--- src/rtl/pwm_pkg.sv ---
// Shared types and helpers for the multi-channel PWM block.
package pwm_pkg;

  typedef enum logic {
    PWM_EDGE   = 1'b0,
    PWM_CENTER = 1'b1
  } pwm_mode_e;

  // Channel index width; a single channel still needs a 1-bit select port.
  function automatic int ch_w(input int n);
    return (n > 1) ? $clog2(n) : 1;
  endfunction

endpackage

--- src/rtl/pwm_channel.sv ---
// One PWM channel: double-buffered duty, comparator against the shared counter, output flop.
module pwm_channel
  import pwm_pkg::*;
#(
  parameter int WIDTH = 8
) (
  input  logic             clk,
  input  logic             rst_n,
  input  logic             wr,
  input  logic [WIDTH-1:0] wdata,
  input  logic             commit,
  input  logic             run,
  input  logic [WIDTH-1:0] cnt,
  output logic             pulse
);

  localparam logic [WIDTH-1:0] MAX = '1;

  logic [WIDTH-1:0] pending, active, duty;
  logic             hit;

  // On a commit cycle the comparator already sees the value active is about to take.
  assign duty = commit ? pending : active;

  always_comb begin
    hit = 1'b0;
    if (duty == MAX)       hit = 1'b1;
    else if (duty != '0)   hit = (cnt < duty);
  end

  always_ff @(posedge clk or negedge rst_n) begin
    if (!rst_n) begin
      pending <= '0;
      active  <= '0;
      pulse   <= 1'b0;
    end else begin
      if (wr)     pending <= wdata;
      if (commit) active  <= pending;
      pulse <= run & hit;
    end
  end

endmodule

--- src/rtl/pwm_multi.sv ---
// Multi-channel PWM: one shared edge/center-aligned counter driving CHANNELS comparators.
module pwm_multi
  import pwm_pkg::*;
#(
  parameter int WIDTH    = 8,
  parameter int CHANNELS = 4
) (
  input  logic                         clk,
  input  logic                         rst_n,
  input  logic                         enable,
  input  logic                         center_mode,
  input  logic                         duty_valid,
  input  logic [ch_w(CHANNELS)-1:0]    duty_ch,
  input  logic [WIDTH-1:0]             duty_data,
  output logic                         duty_ready,
  output logic                         period_start,
  output logic [CHANNELS-1:0]          pulse
);

  localparam int               CW  = ch_w(CHANNELS);
  localparam logic [WIDTH-1:0] MAX = '1;
  localparam logic [WIDTH-1:0] ONE = {{(WIDTH-1){1'b0}}, 1'b1};

  logic [WIDTH-1:0] cnt;
  logic             dir_up, en_q, rise, boundary, wr_ok;
  pwm_mode_e        mode_q, mode_eff;

  assign rise     = enable & ~en_q;
  assign mode_eff = rise ? pwm_mode_e'(center_mode) : mode_q;
  // cnt is parked at 0 while stopped, so the enable rise is itself a boundary.
  assign boundary = enable && (cnt == '0);
  assign wr_ok    = duty_valid && duty_ready;

  always_ff @(posedge clk or negedge rst_n) begin
    if (!rst_n) begin
      cnt          <= '0;
      dir_up       <= 1'b1;
      en_q         <= 1'b0;
      mode_q       <= PWM_EDGE;
      period_start <= 1'b0;
      duty_ready   <= 1'b0;
    end else begin
      en_q         <= enable;
      period_start <= boundary;
      duty_ready   <= 1'b1;
      if (rise) mode_q <= mode_eff;
      if (!enable) begin
        cnt    <= '0;
        dir_up <= 1'b1;
      end else if (mode_eff == PWM_EDGE) begin
        cnt <= cnt + ONE;
      end else if (dir_up) begin
        if (cnt == MAX) begin
          cnt    <= cnt - ONE;
          dir_up <= 1'b0;
        end else begin
          cnt <= cnt + ONE;
        end
      end else begin
        // Turn around on the way into 0 so the bottom is not repeated.
        cnt <= cnt - ONE;
        if (cnt == ONE) dir_up <= 1'b1;
      end
    end
  end

  for (genvar i = 0; i < CHANNELS; i++) begin : g_ch
    pwm_channel #(.WIDTH(WIDTH)) u_ch (
      .clk    (clk),
      .rst_n  (rst_n),
      .wr     (wr_ok && (duty_ch == CW'(i))),
      .wdata  (duty_data),
      .commit (boundary),
      .run    (enable),
      .cnt    (cnt),
      .pulse  (pulse[i])
    );
  end

endmodule

--- config.mk ---
export PLATFORM = sky130hd
export DESIGN_NAME = pwm_multi
export DESIGN_NICKNAME = d
export VERILOG_FILES = /design/src/rtl/pwm_pkg.sv /design/src/rtl/pwm_channel.sv /design/src/rtl/pwm_multi.sv
export SDC_FILE = /design/constraint.sdc
export NUM_CORES = 1
export LEC_CHECK = 0
export ABC_AREA = 1
export BUFFER_PORTS_ARGS = -buffer_cell sky130_fd_sc_hd__buf_4
export CORE_MARGIN = 1.5
export CORE_UTILIZATION = 45
export CTS_BUF_LIST = sky130_fd_sc_hd__clkbuf_8
export CTS_CLUSTER_SIZE = 8
export DETAILED_ROUTE_END_ITERATION = 10
export PLACE_DENSITY_LB_ADDON = 0.3
export SYNTH_ARGS = -nofsm -noshare
export SYNTH_HDL_FRONTEND = slang
export SYNTH_SLANG_ARGS = --single-unit
--- constraint.sdc ---
create_clock -name clk -period 2.35 [get_ports clk]
set_input_delay 0.1175 -clock clk [delete_from_list [all_inputs] [get_ports clk]]
set_output_delay 0.1175 -clock clk [all_outputs]
set_load 0.03 [all_outputs]
==> qor_table.md, run 1 <==
| Quantity | This run | Unit |
|---|---|---|
| Status | finished clean | - |
| Clock Tree Buf Depth | 2 | - |
| Total power per unit cell area | 792 | nW/um^2 |
| Post-Route Skew | 12.8 | ps |
| Routed wire length | 10,400 | um |
| Global placer's final weighted congestion | 0.862 | - |
| Worst setup path start | cnt[1] | - |
| Die Width | 104 | um |
| Total net switching power | 0.00148 | W |
| Maximum single-stage delay on the critical path | 400 | ps |
| Placed wire-length estimate after detailed placement | 7230 | um |
| Post-CTS setup repair buffer count | 0 | - |
| Combined area of all synthesized cells | 4560 | sq um |
| Wire length per cell after detailed routing | 14.0 | um |
| Proportion of layout cells with a drive suffix above 1 | 18.4 | % |
| Share of synthesized area occupied by flip-flops and latches | 44.5 | % |
| Fraction of the mapped netlist area in simple logic gates | 23.5 | % |
| Post-DRT Antenna Nets | 0 | - |
| Net switching fraction of the power | 35.7 | % |
| Final slew viol count | 0 | - |
| # rows | 36 | - |
| Worst hold start | center_mode | - |
| Combinational share of power | 30.9 | % |
| Die area | 10,700 | sq um |
| Reg power frac | 43.9 | % |
| Initial antenna violation count | 0 | - |
| Worst-Margin Slew | 655 | ps |
| Final core utilization | 53.4 | % |
| Net count after synthesis | 610 | - |
| Number of iterations in the first detailed-routing pass | 4 | - |
| Syn avg cell area | 8.04 | sq um |
| Global routing usage summed across all routing layers | 20.5 | % |
| Clock transition at the registers of the reported paths | 90 | ps |
| Core area | 9820 | sq um |
| Data required, critical path | 2630 | ps |
| Compound-cell area share of the yosys netlist | 12.6 | % |
| YS warnings | 0 | - |
| Sequence of cells on the critical path | inv_2, ha_2, nand2_4, nor2_8, buf_4, nand3b_1, nand2_2, ha_1, a21oi_1, o21ai_0, a21oi_1, nand2_1, a21oi_1 | - |
| Final non-filler cell total | 741 | - |
| Setup repair after global routing missed its margin | true | - |
| Initial cell density of the core | 46.4 | % |
| Category of the most critical setup path | reg -> reg | - |
| Cell repeated most along the worst path | sky130_fd_sc_hd__a21oi_1 | - |
| Hold Crit Class | in -> reg | - |
| Cell Count Post-Placement | 717 | - |
| Static Leakage | 2.81 | nW |
| Reported max-cap violation count | 0 | - |
| Clock tree from TritonCTS | built | - |
| Cell variety after synth | 28 | - |
| Achievable Freq | 0.452 | GHz |
| Peak supply drop | 0.000437 | V |
| Total I/O pin count | 21 | - |
| Net count, final | 646 | - |
| Non-Filler Cell Area, Final | 5240 | sq um |
| CTS Root Buffer Type | sky130_fd_sc_hd__clkbuf_8 | - |
| Maximum fanout along the worst path | 16 | - |
| Startpoint types | flip-flop | - |
| Internal power summed over all cells | 0.00267 | W |
| Clock Power Share | 25.2 | % |
| Largest net degree at the start of global routing | 51 | - |
| Hold Vio Cnt, Final | 0 | - |
| Synth Area in XOR/XNOR | 0.384 | % |
| Crit path buffers/inverters | 2 | - |
| First-pass GRT wire length | 17,400 | um |
| Arrival time of the worst setup path | 2500 | ps |
| Number of global-route vias before repair | 3,578 | - |
| DRC marker count from the first detailed-route iteration | 146 | - |
| Total of flip-flops plus latches after synthesis | 81 | - |
| Portion of the clock cycle consumed by the worst path in the final layout | 94.2 | % |
| Category of the worst setup path capture point | flip-flop | - |
| N_diodes | 0 | - |
| Placed Area | 4890 | sq um |
| Post-synthesis mux area share | 0 | % |
| Relative area change from synthesis to final layout | 15.0 | % |
| Cell family with the largest share of critical-path delay | simple AND/OR/NAND/NOR gates | - |
| Worst-skew pair later-pin latency | 350 | ps |
| Synthesized instance count | 567 | - |
| Ratio of routed vias to standard cells | 4.93 | - |
| FF-to-FF Start | cnt[1] | - |
| Total clock sinks | 81 | - |
| CP max stage cell | sky130_fd_sc_hd__dfrtp_1 | - |
| Die Ht | 104 | um |
| Total number of vias | 3,656 | - |
| Dominant combinational cell family by area after synthesis | simple AND/OR/NAND/NOR gates | - |
| Slew Limit Headroom | 56.3 | % |
| Congestion Overflow GR | 0 | - |
| Count of endpoints failing setup in the final report | 0 | - |
| Post-layout minimum cycle time | 2210 | ps |
| CTS H-tree lvls | 3 | - |
| Clock buffers created by TritonCTS | 9 | - |
| Port Buffer Count | 20 | - |
| Residual DRC count | 0 | - |
| Adder and majority cell fraction of the synthesized area | 7.68 | % |
[path summary, 6_finish.rpt]
path	slack, ps	depth (start not counted)	endpoint
min in group asynchronous	340	2	g_ch[3].u_ch.pending[1]
max in group asynchronous	1400	3	g_ch[2].u_ch.pending[2]
setup / recovery	140	13	g_ch[0].u_ch.pulse
hold / removal	40	3	mode_q
hold reg to reg	490	2	g_ch[1].u_ch.pending[7]
setup reg to reg	140	13	g_ch[0].u_ch.pulse
[power by group through the flow]
stage          registers, W  clock network (W)  logic (W)
2_1_floorplan       0.00181                  0   0.000943
3_3_place_gp        0.00184                  0    0.00118
3_5_place_dp        0.00185                  0    0.00123
4_1_cts             0.00182            0.00108    0.00124
5_1_grt             0.00186            0.00112    0.00149
6_report            0.00182            0.00105    0.00128
[sequential cells by signal, summed over array words and instances, names as in the netlist]
signal             cells
en_q                   1
g_ch.u_ch.pulse        4
g_ch.u_ch.pending     32
cnt                    8
mode_q                 1
g_ch.u_ch.active      32
duty_ready             1
period_start           1
dir_up                 1
[stage by stage]
stage                     hold WS, ps  worst slack (ps)  TNS (ps)  total power, W
after floorplan                  -178               133         0         0.00276
after global placement            201               209         0         0.00302
after detailed placement          204               128         0         0.00308
after CTS                        28.8               119         0         0.00414
after global routing             59.9             -11.0     -19.0         0.00447
final                            43.5               136         0         0.00415
[metal layers]
metal | global-route usage, % | up-vias | wire (um)
met2 | 33.0 | 73 | 4750
li1 | - | 1849 | -
met5 | 0 | - | 0
met1 | 27.6 | 1717 | 5030
met3 | 4.09 | 17 | 346
met4 | 7.24 | 0 | 229
[cell usage in the layout, fill, tap and decap left out, types with 6 or more instances in the layout]
master	n
sky130_fd_sc_hd__buf_4	33
sky130_fd_sc_hd__nand2_2	16
sky130_fd_sc_hd__nand3b_1	6
sky130_fd_sc_hd__inv_1	87
sky130_fd_sc_hd__ha_1	26
sky130_fd_sc_hd__dlygate4sd3_1	6
sky130_fd_sc_hd__nand3_1	25
sky130_fd_sc_hd__nor2_1	41
sky130_fd_sc_hd__inv_2	10
sky130_fd_sc_hd__dfrtp_1	80
sky130_fd_sc_hd__clkbuf_8	9
sky130_fd_sc_hd__a21oi_1	26
sky130_fd_sc_hd__o21ai_2	16
sky130_fd_sc_hd__nand2_1	135
sky130_fd_sc_hd__o21ai_0	45
[Yosys cell counts]
master | count | share of area [%]
sky130_fd_sc_hd__buf_2 | 2 | 0.22
sky130_fd_sc_hd__ha_1 | 28 | 7.7
sky130_fd_sc_hd__nand4_1 | 4 | 0.55
sky130_fd_sc_hd__o21ai_2 | 17 | 3.3
sky130_fd_sc_hd__a31oi_1 | 4 | 0.55
sky130_fd_sc_hd__clkbuf_1 | 5 | 0.41
sky130_fd_sc_hd__inv_2 | 9 | 0.74
sky130_fd_sc_hd__nand2_4 | 3 | 0.74
sky130_fd_sc_hd__nand2_1 | 136 | 11
sky130_fd_sc_hd__buf_4 | 5 | 0.82
sky130_fd_sc_hd__nand3_1 | 25 | 2.7
sky130_fd_sc_hd__o21ai_0 | 45 | 4.9
sky130_fd_sc_hd__a21oi_2 | 1 | 0.19
sky130_fd_sc_hd__clkinv_2 | 2 | 0.22
sky130_fd_sc_hd__xor2_1 | 2 | 0.38
sky130_fd_sc_hd__inv_1 | 87 | 7.2
sky130_fd_sc_hd__nor3_2 | 3 | 0.66
sky130_fd_sc_hd__conb_1 | 1 | 0.082
sky130_fd_sc_hd__nor2_8 | 2 | 0.88
sky130_fd_sc_hd__dfstp_2 | 1 | 0.58
sky130_fd_sc_hd__nand3b_1 | 6 | 0.99
sky130_fd_sc_hd__o21ai_1 | 5 | 0.55
sky130_fd_sc_hd__buf_6 | 7 | 1.7
sky130_fd_sc_hd__nand2_2 | 15 | 2.1
sky130_fd_sc_hd__nor3_1 | 3 | 0.33
sky130_fd_sc_hd__dfrtp_1 | 80 | 44
sky130_fd_sc_hd__nor2_1 | 41 | 3.4
sky130_fd_sc_hd__a21oi_1 | 28 | 3.1
[area by class of cell]
type | instances | area (sq um)
Sequential cell | 81 | 2030
Timing Repair Buffer | 44 | 418
Tap cell | 133 | 166
Inverter | 98 | 370
Clock buffer | 9 | 124
Multi-Input combinational cell | 369 | 2060
Clock inverter | 7 | 77.6
Fill cell | 957 | 4580
[cell families after synthesis]
kind of cell / count (synthesis)
other: 1
buffers and inverters: 117
and+or+nand+nor: 238
DFF: 81
xor gates and xnor gates: 2
AOI/OAI and AO/OA: 100
adders and majority gates: 28
[worst reg2reg max path, delay by kind of cell, from the launching register on]
kind,cells,cell delay (ps)
AO/OA/AOI/OAI,4,480
adder cells (fa/ha/maj),2,440
buffers and inverters,2,310
flip-flops,1,400
AND/OR/NAND/NOR,5,540
[timing repair]
action | 4_1_cts | 5_1_grt
gates resized for setup | 0 | 8
hold buffers | 6 | 0
setup endpoints to repair | 0 | 4
hold endpoints to repair | 53 | 0
Note: power is estimated with default switching activity, not from simulation.
==> inputs of run 2 (changes only) <==
Settings changed: CELL_PAD_IN_SITES_DETAIL_PLACEMENT set to 1, CELL_PAD_IN_SITES_GLOBAL_PLACEMENT set to 1, CORE_UTILIZATION 45 to 44, SETUP_SLACK_MARGIN set to 0.02, SLEW_MARGIN set to 20.
==> run 2 against run 1 <==
Against the previous run:
- fmax decreased by 2.9%
- register-to-register slack got worse by 70 ps
- first-iteration DRC count increased by 34%
- worst hold slack got worse by 15 ps
- global-route usage increased by 3.5 points
- clock skew decreased by 2.2 ps
- combinational power increased by 10%
- critical path depth unchanged
- via count increased by 5.7%
==> qor_table.md, run 2 (synthesis gave the netlist of run 1 again) <==
| Quantity | This run | Unit | Change |
|---|---|---|---|
| Residual DRC count | 0 | - | unchanged |
| Clock Tree Buf Depth | 2 | - | unchanged |
| Global placer's final weighted congestion | 0.864 | - | +0.23% |
| Clock tree from TritonCTS | built | - |  |
| Hold Crit Class | in -> reg | - |  |
| CTS H-tree lvls | 3 | - | unchanged |
| Reported max-cap violation count | 0 | - | unchanged |
| Routed wire length | 12,900 | um | +25% |
| Initial antenna violation count | 0 | - | unchanged |
| Final non-filler cell total | 743 | - | +0.27% |
| Core area | 9910 | sq um | +0.92% |
| Total number of vias | 3,865 | - | +5.7% |
| Sum of met2 wire segment lengths after detailed routing | 6350 | um | +34% |
| Worst setup path start | cnt[1] | - |  |
| Clock buffers created by TritonCTS | 9 | - | unchanged |
| Status | finished clean | - |  |
| Cell Count Post-Placement | 716 | - | -0.14% |
| Post-layout minimum cycle time | 2280 | ps | +66.6 ps |
| Die Width | 105 | um | +1.1% |
| Total I/O pin count | 21 | - | unchanged |
| Post-Route Skew | 10.6 | ps | -2.23 ps |
| Post-DRT Antenna Nets | 0 | - | unchanged |
| Number of iterations in the first detailed-routing pass | 5 | - | +1 |
| Die Ht | 105 | um | +1.1% |
| Total power per unit cell area | 804 | nW/um^2 | +1.5% |
| Wire length per cell after detailed routing | 17.4 | um | +24% |
| DRT met1 WL | 5930 | um | +18% |
| Die area | 11,000 | sq um | +2.2% |
| CP max stage cell | sky130_fd_sc_hd__dfrtp_1 | - |  |
| Critical register-to-register path endpoint | g_ch[2].u_ch.pulse | - |  |
| Portion of the clock cycle consumed by the worst path in the final layout | 97.0 | % | +2.8 points |
| Global routing usage summed across all routing layers | 24.0 | % | +3.5 points |
| Worst r2r path cells | 13 | - | unchanged |
| DRC marker count from the first detailed-route iteration | 196 | - | +34% |
| Worst-skew pair later-pin latency | 360 | ps | about the same |
| Congestion Overflow GR | 0 | - | unchanged |
| Category of the worst setup path capture point | flip-flop | - |  |
| Ratio of routed vias to standard cells | 5.20 | - | +5.4% |
| Hold Vio Cnt, Final | 0 | - | unchanged |
| Cell repeated most along the worst path | sky130_fd_sc_hd__nand2_1 | - |  |
| Static Leakage | 2.84 | nW | +1.2% |
| Largest regs | g_ch.u_ch.active (32), g_ch.u_ch.pending (32), cnt (8) | - |  |
| FF-to-FF Start | cnt[1] | - |  |
| FILL cells | 1,224 | - | +28% |
| First-pass GRT wire length | 20,300 | um | +16% |
| Initial cell density of the core | 46.0 | % | -0.42 points |
| CTS Root Buffer Type | sky130_fd_sc_hd__clkbuf_8 | - |  |
| Wire length on met3 | 398 | um | +15% |
| Startpoint types | flip-flop | - |  |
| N_diodes | 0 | - | unchanged |
| Worst-Margin Slew | 679 | ps | +24.6 ps |
| Proportion of layout cells with a drive suffix above 1 | 19.8 | % | +1.4 points |
| Port Buffer Count | 20 | - | unchanged |
| Hold path depth | 3 | - | unchanged |
| Data required, critical path | 2640 | ps | about the same |
| Sequence of cells on the critical path | inv_2, ha_4, nand2_4, nor2_8, nand2_8, buf_12, o21ai_2, ha_1, a31oi_1, nand2_1, nand2_1, nand2_1, a21oi_1 | - |  |
| # rows | 36 | - | unchanged |
| Arrival time of the worst setup path | 2570 | ps | +70 ps |
| Peak supply drop | 0.000425 | V | -2.7% |
| Non-Filler Cell Area, Final | 5350 | sq um | +2.0% |
| Maximum single-stage delay on the critical path | 410 | ps | about the same |
| Placed Area | 4870 | sq um | -0.41% |
| Net count, final | 649 | - | +0.46% |
| Uppermost metal layer occupied by signal nets | met4 | - |  |
| Largest net degree at the start of global routing | 50 | - | -2.0% |
| Achievable Freq | 0.439 | GHz | -2.9% |
| Final slew viol count | 0 | - | unchanged |
| Setup slack of the most critical reg-to-reg path | 70 | ps | -70 ps |
| Most frequent standard cell in the layout excluding fill and tap cells | sky130_fd_sc_hd__nand2_1 | - |  |
| Clock transition at the registers of the reported paths | 90 | ps | about the same |
| Total clock sinks | 81 | - | unchanged |
| Slew Limit Headroom | 54.7 | % | -1.6 points |
| Most frequent cells in the layout | sky130_fd_sc_hd__nand2_1 (133), sky130_fd_sc_hd__inv_1 (87), sky130_fd_sc_hd__dfrtp_1 (80) | - |  |
| Placed wire-length estimate after detailed placement | 8580 | um | +19% |
| Category of the most critical setup path | reg -> reg | - |  |
| Number of global-route vias before repair | 4,042 | - | +13% |
| Worst Hold End | mode_q | - |  |
| Relative area change from synthesis to final layout | 17.2 | % |  |
| Worst hold start | center_mode | - |  |
| Maximum fanout along the worst path | 14 | - | -2 |
| Count of endpoints failing setup in the final report | 0 | - | unchanged |
## run 2: cell count changes in the layout (fill, tap and decap cells not counted), moves of 2 or more
cell                       delta
sky130_fd_sc_hd__a21oi_1      -3
sky130_fd_sc_hd__a21oi_2      +3
sky130_fd_sc_hd__inv_6        -3
sky130_fd_sc_hd__clkbuf_8     +2
sky130_fd_sc_hd__clkinv_4     -2
sky130_fd_sc_hd__ha_4         +2
sky130_fd_sc_hd__nand2_1      -2
sky130_fd_sc_hd__nand2_2      +2
sky130_fd_sc_hd__o21ai_4      +2
## run 2: timing repair
action,in CTS,in global routing
gates cloned,0,3
hold buffers,6,0
hold endpoints to repair,52,0
pin swaps,0,4
setup endpoints to repair,2,4
resized for setup,7,18
buffers inserted,0,3
## run 2: metrics by stage
step / power (W) / setup TNS (ps) / setup WS, ps / util [%] / hold WS [ps]
after global placement: 0.00301 / 0 / 158 / 49.1 / 202
after global routing: 0.00458 / -90.5 / -65.4 / 54.0 / 31.6
after detailed placement: 0.00311 / 0 / 11.2 / 49.1 / 207
final: 0.00430 / 0 / 69.8 / 54.0 / 28.4
after floorplan: 0.00276 / 0 / 133 / - / -178
after CTS: 0.00420 / 0 / 25.7 / 52.0 / 22.2
## run 2: layout make-up
type,instances,area (sq um),share of cell area [%]
Multi-Input combinational cell,369,2120,39.6
Sequential cell,81,2030,37.9
Timing Repair Buffer,47,469,8.78
Inverter,98,370,6.93
Tap cell,133,166,3.11
Clock buffer,11,151,2.83
Clock inverter,4,45.0,0.842
## run 2: metal layers
layer  up-vias  global-route usage (%)
met5         -                       0
met1      1928                    31.4
li1       1862                       -
met4         0                    7.53
met3        18                    4.37
met2        57                    40.2
## run 2: critical path, delay by kind of cell (launching register included)
family          cells  cell delay (ps)
flops               1              410
buf+inv             2              260
fa+ha+maj           2              440
simple gates        6              530
compound gates      3              570
## run 2: how the worst max path moves through the flow
stage | endpoint | cells past startpoint
floorplan | g_ch[1].u_ch.pulse | 13
global placement | g_ch[0].u_ch.pulse | 14
detailed placement | g_ch[0].u_ch.pulse | 14
CTS | g_ch[3].u_ch.pulse | 14
global route | g_ch[2].u_ch.pulse | 13
finish | g_ch[2].u_ch.pulse | 13
## run 2: power by group
group	internal (W)	switching [W]
logic	0.000513	0.000897
clock network	0.000537	0.000522
registers	0.00168	0.000145
total	0.00273	0.00156
